### config.mk
export PLATFORM = sky130hd
export DESIGN_NAME = sine_seq_ctrl
export DESIGN_NICKNAME = d
export VERILOG_FILES = /design/src/rtl/sine_pkg.sv /design/src/rtl/sine_rom24.sv /design/src/rtl/sine_seq_ctrl.sv
export SDC_FILE = /design/constraint.sdc
export NUM_CORES = 1
export LEC_CHECK = 0
export ABC_CLOCK_PERIOD_IN_PS = 5700
export CAP_MARGIN = 15
export CORE_MARGIN = 2
export CORE_UTILIZATION = 60
export DETAILED_ROUTE_END_ITERATION = 10
export HOLD_SLACK_MARGIN = 0.02
export PLACE_DENSITY_LB_ADDON = 0.2
export SYNTH_ARGS = -nofsm -noshare
export SYNTH_HDL_FRONTEND = slang
export SYNTH_SLANG_ARGS = --single-unit
### constraint.sdc
create_clock -name Clk -period 5.7 [get_ports Clk]
set_input_delay 0.855 -clock Clk [delete_from_list [all_inputs] [get_ports Clk]]
set_output_delay 0.855 -clock Clk [all_outputs]
set_load 0.005 [all_outputs]
### src/rtl/sine_pkg.sv
// Shared constants, FSM encoding and the signed 24-entry sine table.
package sine_pkg;

    localparam int N_SAMPLES = 24;
    localparam int SAMPLE_W  = 8;

    typedef enum logic [1:0] {
        ST_IDLE     = 2'd0,
        ST_RUN      = 2'd1,
        ST_STOPPING = 2'd2
    } state_e;

    localparam logic signed [SAMPLE_W-1:0] SINE_TABLE [N_SAMPLES] = '{
        8'sd0,   8'sd6,   8'sd12,  8'sd17,  8'sd21,  8'sd23,
        8'sd24,  8'sd23,  8'sd21,  8'sd17,  8'sd12,  8'sd6,
        -8'sd0,  -8'sd6,  -8'sd12, -8'sd17, -8'sd21, -8'sd23,
        -8'sd24, -8'sd23, -8'sd21, -8'sd17, -8'sd12, -8'sd6
    };

    // A zero step would stall the phase forever; a step of 24+ would skip whole periods.
    function automatic logic [4:0] clamp_step(input logic [4:0] s);
        if (s == 5'd0) return 5'd1;
        if (s > 5'd23) return 5'd23;
        return s;
    endfunction

endpackage

### src/rtl/sine_rom24.sv
// Combinational phase index to signed sample lookup; out-of-range indices read as 0.
module sine_rom24
    import sine_pkg::*;
(
    input  logic [4:0]                 idx_i,
    output logic signed [SAMPLE_W-1:0] sample_o
);

    always_comb begin
        sample_o = '0;
        if (idx_i < 5'd24) begin
            sample_o = SINE_TABLE[idx_i];
        end
    end

endmodule

### src/rtl/sine_seq_ctrl.sv
// Start/stop sequencer stepping a phase index through the sine table; one registered sample per clock.
// Runs always end on a wrapping sample; outputs clear on the edge after done.
module sine_seq_ctrl #(
    parameter int N_SAMPLES = 24,
    parameter int CNT_W     = 8
) (
    input  logic                          Clk,
    input  logic                          Rst_n,
    input  logic                          start,
    input  logic                          stop,
    input  logic [4:0]                    step,
    input  logic [CNT_W-1:0]              periods,
    input  logic [1:0]                    shift,
    output logic [sine_pkg::SAMPLE_W-1:0] data_out,
    output logic                          data_valid,
    output logic                          busy,
    output logic                          wrap,
    output logic                          done
);
    import sine_pkg::*;

    state_e                state_q, state_d;
    logic [4:0]            idx_q, idx_d;
    logic [4:0]            step_q, step_d;
    logic [CNT_W-1:0]      per_q, per_d;
    logic [1:0]            shift_q, shift_d;
    logic [CNT_W-1:0]      cnt_q, cnt_d;
    logic [SAMPLE_W-1:0]   data_q, data_d;
    logic                  valid_q, valid_d;
    logic                  wrap_q, wrap_d;
    logic                  done_q, done_d;

    logic signed [SAMPLE_W-1:0] rom_s;
    logic signed [SAMPLE_W-1:0] shifted;
    logic [5:0]            sum;
    logic                  wrapping;
    logic [4:0]            idx_next;
    logic [CNT_W-1:0]      cnt_inc;
    logic [CNT_W-1:0]      cnt_next;
    logic                  last_period;

    sine_rom24 u_rom (
        .idx_i    (idx_q),
        .sample_o (rom_s)
    );

    assign shifted     = rom_s >>> shift_q;
    assign sum         = {1'b0, idx_q} + {1'b0, step_q};
    assign wrapping    = (sum >= 6'(N_SAMPLES));
    assign idx_next    = wrapping ? 5'(sum - 6'(N_SAMPLES)) : sum[4:0];
    assign cnt_inc     = cnt_q + CNT_W'(1);
    // Continuous mode pins the count at all-ones instead of rolling over.
    assign cnt_next    = (cnt_q == '1) ? cnt_q : cnt_inc;
    assign last_period = (per_q != '0) && (cnt_inc == per_q);

    always_ff @(posedge Clk or negedge Rst_n) begin
        if (!Rst_n) begin
            state_q <= ST_IDLE;
            idx_q   <= '0;
            step_q  <= '0;
            per_q   <= '0;
            shift_q <= '0;
            cnt_q   <= '0;
            data_q  <= '0;
            valid_q <= 1'b0;
            wrap_q  <= 1'b0;
            done_q  <= 1'b0;
        end else begin
            state_q <= state_d;
            idx_q   <= idx_d;
            step_q  <= step_d;
            per_q   <= per_d;
            shift_q <= shift_d;
            cnt_q   <= cnt_d;
            data_q  <= data_d;
            valid_q <= valid_d;
            wrap_q  <= wrap_d;
            done_q  <= done_d;
        end
    end

    always_comb begin
        state_d = state_q;
        idx_d   = idx_q;
        step_d  = step_q;
        per_d   = per_q;
        shift_d = shift_q;
        cnt_d   = cnt_q;
        data_d  = '0;
        valid_d = 1'b0;
        wrap_d  = 1'b0;
        done_d  = 1'b0;
        case (state_q)
            ST_IDLE: begin
                if (start) begin
                    step_d  = clamp_step(step);
                    per_d   = periods;
                    shift_d = shift;
                    idx_d   = '0;
                    cnt_d   = '0;
                    state_d = ST_RUN;
                end
            end
            ST_RUN, ST_STOPPING: begin
                data_d  = shifted;
                valid_d = 1'b1;
                idx_d   = idx_next;
                if (wrapping) begin
                    wrap_d = 1'b1;
                    cnt_d  = cnt_next;
                end
                // A stop landing on a wrapping edge ends the run right there.
                if (wrapping && (last_period || state_q == ST_STOPPING || stop)) begin
                    done_d  = 1'b1;
                    state_d = ST_IDLE;
                end else if (state_q == ST_RUN && stop) begin
                    state_d = ST_STOPPING;
                end
            end
            default: state_d = ST_IDLE;
        endcase
    end

    assign data_out   = data_q;
    assign data_valid = valid_q;
    assign wrap       = wrap_q;
    assign done       = done_q;
    assign busy       = (state_q != ST_IDLE) || valid_q;

endmodule

After elaboration in Yosys (flattened, before gate mapping)
Memories as Yosys holds them, arrays and structs flattened.
Cells that the tools add are included.

storage, ports and cells
  register bits = 41
  bits in read-only memories = 256
  bits of input ports = 19
  output and inout bits = 12
  word-level logic and storage cells = 75
  memories = 1

memory list
  memory            words  width  read ports  clocked after memory_dff  write ports  RTL line          source
  (name not given)  32     8      1           0                         0            sine_rom24.sv:12  sample_o = SINE_TABLE[idx_i];

operators by class
  add/sub/neg operators = 3
  order comparisons = 4
  eq/ne operators = 8
  shift-type cells = 1
  multiplexer cells = 31
  bitwise logic cells = 1
  reductions and logical operators = 16

operators with widths
  cell                                                                   number
  8-bit two-way mux                                                      7
  5-bit two-way mux                                                      6
  8-bit case mux with 2 select lines                                     1
  1-bit two-way mux                                                      12
  5-bit case mux with 2 select lines                                     1
  8-bit by 1-bit adder with 8-bit output, second input constant          1
  8-bit == test                                                          1
  8-bit == test, second input constant                                   1
  8-bit nonzero test                                                     1
  8-bit by 2-bit >>> shifter with 8-bit output                           1
  5-bit by 5-bit adder with 6-bit output                                 1
  6-bit by 5-bit >= comparator with 1-bit output, second input constant  1
  6-bit >= comparator, second input constant                             1
  2-bit two-way mux                                                      3
  2-bit != test, second input constant                                   3
  5-bit inverter with 6-bit output                                       1
  2-bit AND reduction                                                    3
  5-bit > comparator, second input constant                              1
  5-bit zero test                                                        1
  5-bit < comparator, second input constant                              1
  5-bit subtractor, second input constant                                1
  2-bit case mux with 2 select lines                                     1
  4-bit AND reduction                                                    1
  2-bit nonzero test                                                     2
  7 further kinds                                                        11

Depth between registers and ports, before layout
  depth after elaboration = 9
  depth in mapped cells = 11
  depth with buffers taken out = 10

Modules after synthesis
From an unflattened synthesis, not the netlist that was laid out.

unflattened totals
  cell total of the unflattened synthesis = 273
  area, all modules = 2,668.8 um^2

modules (own cells, without submodules)
  module         instances  cells an instance  area each (um^2)
  sine_seq_ctrl  1          228                2,324.7
  sine_rom24     1          45                 344.1

Least setup slack after synthesis
Ideal clock, no wire load.

  path kind = reg2reg
  start point = register idx_q[0]
  end point = register cnt_q[5]
  arrival time = 2.536 ns
  path slack = 3.038 ns
  cell stages (with the launch flop) = 12
  path buffers = 1
  cell sequence = dfrtp_1 > ha_1 > inv_1 > fa_1 > nand2b_1 > a21oi_2 > xor2_2 > a211oi_2 > nand2b_1 > buf_2 > o311a_1 > a221o_1

on the way
  cells in the longest elaborated chain, start to end = 4

RTL lines
  what                                            RTL line             source
  start: declaration                              sine_seq_ctrl.sv:23  logic [4:0] idx_q, idx_d;
  start signal: assignment                        sine_seq_ctrl.sv:70  idx_q <= idx_d;
  5-bit by 5-bit adder with 6-bit output          sine_seq_ctrl.sv:48  assign sum = {1'b0, idx_q} + {1'b0, step_q};
  6-bit by 5-bit >= comparator with 1-bit output  sine_seq_ctrl.sv:49  assign wrapping = (sum >= 6'(N_SAMPLES));
  2-bit != test (no line)                         n/a
  4-bit AND reduction (no line)                   n/a
  end signal: assignment                          sine_seq_ctrl.sv:74  cnt_q <= cnt_d;
  end: declaration                                sine_seq_ctrl.sv:27  logic [CNT_W-1:0] cnt_q, cnt_d;

No other way between the ends.
A chain may end at the register's enable or synchronous reset.

Worst setup path after layout
  start point = register idx_q[1]
  end point = register cnt_q[5]

Same word-level chain as after synthesis.

==> impl_metrics.ini <==
[cts]
cts_root_buffer = clkbuf_8
cts_tree = built
cts.clk_slew.worst_paths_ns = 0.08
ctsResizeCount = 0
holdBufCountCts = 0
clockBufferDepth = 2
cts_setup_buffers = 0
numClockSinks = 39
cts-buffers-inserted = 5
cts_max_level = 2
clock_latency_ns = 0.29

[hold_path]
min-delay-start = step_q[3]$_DFFE_PN0P_
whs_path_depth = 2
min_to = step_q[3]$_DFFE_PN0P_
min_path_type = reg2reg

[synthesis]
synthArstFlopShare_pct = 100
avgSynthCellArea_sq_um = 9.51
synth_fa_ha_area_share_pct = 8.06
synth-xor-area-share_pct = 3.35
syn_inst = 271
ys_seq_area_share_pct = 37.9
yosys_register_bits = 39
synth-edff-count = 0
synth_cell_type_count = 62
synth_nets = 306
synthSimpleGateAreaFrac_pct = 18.1
synth_compound_area_share_pct = 21.0
ys_warn_count = 0
synth-main-ff-cell = dfrtp_1
syn-cell-area_sq_mm = 0.00258
yosys-mux-area-fraction_pct = 6.94
synth_top_family_by_area = compound AO/OA/AOI/OAI gates

[die]
initial_core_util_pct = 63.5
coreArea_sq_mm = 0.00406
fp.dieArea_sq_mm = 0.00484
io_pins = 31
die_x_um = 69.5
die_y_um = 69.5
rows = 23

[sta]
rsz0062_at_grt = false
skew_ns = 0.00888
fin_crit_sh_pct = 51.2
slew_headroom_pct = 35.5
fmax_ghz = 0.343
drv_slew = 0
hold_violations = 0
period_minus_slack_ns = 2.92
max_slew.worst_pin.slew_ns = 0.962
tns_ns = 0
setup_viol_count_final = 0

[power]
internal_power_w = 0.000914
power.switching_w = 0.000724
p_leak_nw = 1.22
p_comb_share_pct = 57.4
seqPwrFrac_pct = 31.2
power_frac_clock_pct = 11.3
ir_worst_vdd_mv = 0.515
swShare_pct = 44.2
p_per_area_mw_per_mm2 = 557

[grt]
grt_max_degree = 40
grt_pass1_vias = 1941
globalRouteOverflowTotal = 0
antenna_found_initial = 0
grt.total_usage_pct = 22.8
grt_pass1_wl_mm = 8.94

[worst_setup_path]
endpoint_kind = flop
critical_path.startpoint = idx_q[1]$_DFFE_PN0P_
slowest_stage = dfrtp_1
reg2regPathDepth = 9
rrSetupSlack_ns = 2.78
reg2reg_from = idx_q[1]$_DFFE_PN0P_
criticalPathCategory = reg2reg
cp_max_fo = 11
crit_buf_inv = 1
worstPathRequired_ns = 5.88
max_stage_delay_ns = 0.53
cp-start-kind = flop
r2r-end = cnt_q[5]$_DFFE_PN0P_
path_common_cell = nand2b_1
cp_top_family = compound AO/OA/AOI/OAI gates
crit_chain = inv_1 > fa_1 > nand2b_1 > a21oi_2 > xor2_2 > a211oi_2 > nand2b_1 > o311a_1 > a221o_1
critPathArrivalTime_ns = 3.10

[drt]
drt_iter0_markers = 113
vias = 2054
wl_mm = 5.03
via_per_inst = 5.99
antenna_left = 0
drt-pass1-iter-count = 4
routedWlPerCell_um = 14.7
drc = 0

[flow_run]
cap_violations = 0

[placement]
numPortBuffers = 30
hpwlAfterDp_mm = 3.67
place_inst = 335
place.gp.congestion = 0.864

[cells_and_area]
finalNetCount = 327
fin_util_pct = 72.5
area_delta_synth_final_pct = 14.2
drive_above_1_share_pct = 10.2
finalNonFillerCells = 343
n_antenna_cell = 0
fill_cells = 328

[run_status]
status = completed
==> stage by stage <==
step           hold slack [ns]  power [W]  cell area [sq um]  setup WS, ns
3_5_place_dp             0.484    0.00145               2860          2.78
6_report                 0.497    0.00164               2940          2.78
4_1_cts                  0.502    0.00164               2940          2.79
2_1_floorplan            0.460    0.00123               2580          3.04
3_3_place_gp             0.473    0.00142               2860          2.88
5_1_grt                  0.545    0.00179               2940          2.60
==> flip-flops by register name (all words and copies together) (netlist names), 2 cells and up <==
register,count
cnt_q,8
per_q,8
data_out,6
idx_q,5
step_q,5
shift_q,2
state_q,2
==> power by group through the flow <==
stage	logic, W	registers (W)	clock network [W]
after floorplan	0.000773	0.000459	0
after global placement	0.000911	0.000510	0
after detailed placement	0.000937	0.000516	0
after CTS	0.000942	0.000511	0.000191
after global routing	0.00105	0.000533	0.000198
final	0.000940	0.000512	0.000186
==> Yosys cell counts, drive strengths merged, types with 2 or more instances <==
library cell	n	share of area [%]
a211o	2	0.68
a211oi	8	2.7
a21oi	18	3.6
a22oi	2	0.58
a31oi	4	0.97
and2	2	0.49
buf	5	1.4
clkbuf	11	1.6
dfrtp	39	38
ha	15	7.3
inv	12	1.7
mux2	11	4.8
mux4	2	1.7
nand2	25	3.6
nand2b	9	2.2
nand3	5	1.2
nand3b	3	0.87
nor2	16	2.4
nor2b	7	1.7
nor3	5	0.97
nor3b	3	1.1
nor4	2	0.49
nor4b	3	1.0
o211a	3	1.2
o211ai	3	0.87
o21ai	17	3.3
o22ai	2	0.49
o311a	3	1.2
o311ai	2	0.68
or2	3	0.73
or3	2	0.49
xnor2	7	2.4
xor2	2	0.97
==> cell families after synthesis <==
logic type,after synthesis
multiplexers,14
XOR/XNOR,9
AO/OA/AOI/OAI,77
adder cells (fa/ha/maj),16
flip-flops,39
AND/OR/NAND/NOR,88
buffers and inverters,28
==> tightest hold or removal path: stages, from the launching register on <==
cell,delay (ns)
dfrtp_1,0.35
nand2_1,0.05
o21ai_1,0.06
==> routing by layer <==
metal / GRT usage [%] / part of all wire (%) / up-vias
li1: - / - / 1028
met1: 31.0 / 46 / 969
met2: 36.8 / 47 / 52
met3: 4.36 / 5.2 / 5
met4: 7.41 / 1.0 / 0
met5: 0 / 0 / -
==> placed cells by master, fill, tap and decap left out, drive strengths merged, types with 3 or more instances in the layout <==
master	instances
a31oi	4
inv	12
xnor2	7
a21oi	18
nor2b	7
mux2	11
dfrtp	39
ha	15
nand2b	9
o21ai	17
o211ai	3
clkdlybuf4s50	29
nand2	25
clkbuf	6
o211a	3
o311a	3
nor3b	3
a211oi	8
nor4b	3
nand3	5
or2	3
nand3b	3
nor3	5
nor2	16
==> cell type report <==
cell class	count	area (sq um)	area share, %
tap	50	62.6	2.13
inverter	12	45.0	1.53
clock buffer	6	72.6	2.47
multi-input combinational	204	1480	50.3
clock inverter	2	12.5	0.425
sequential	39	976	33.2
timing repair buffer	30	295	10.0
==> how the worst max path moves through the flow <==
stage,end,slack [ns],cells after the start
floorplan,cnt_q[5]$_DFFE_PN0P_,3.04,11
global placement,cnt_q[5]$_DFFE_PN0P_,2.88,10
detailed placement,cnt_q[5]$_DFFE_PN0P_,2.78,9
CTS,cnt_q[5]$_DFFE_PN0P_,2.79,9
global route,cnt_q[5]$_DFFE_PN0P_,2.60,9
finish,cnt_q[5]$_DFFE_PN0P_,2.78,9
Power figures use the tool's default switching activity.
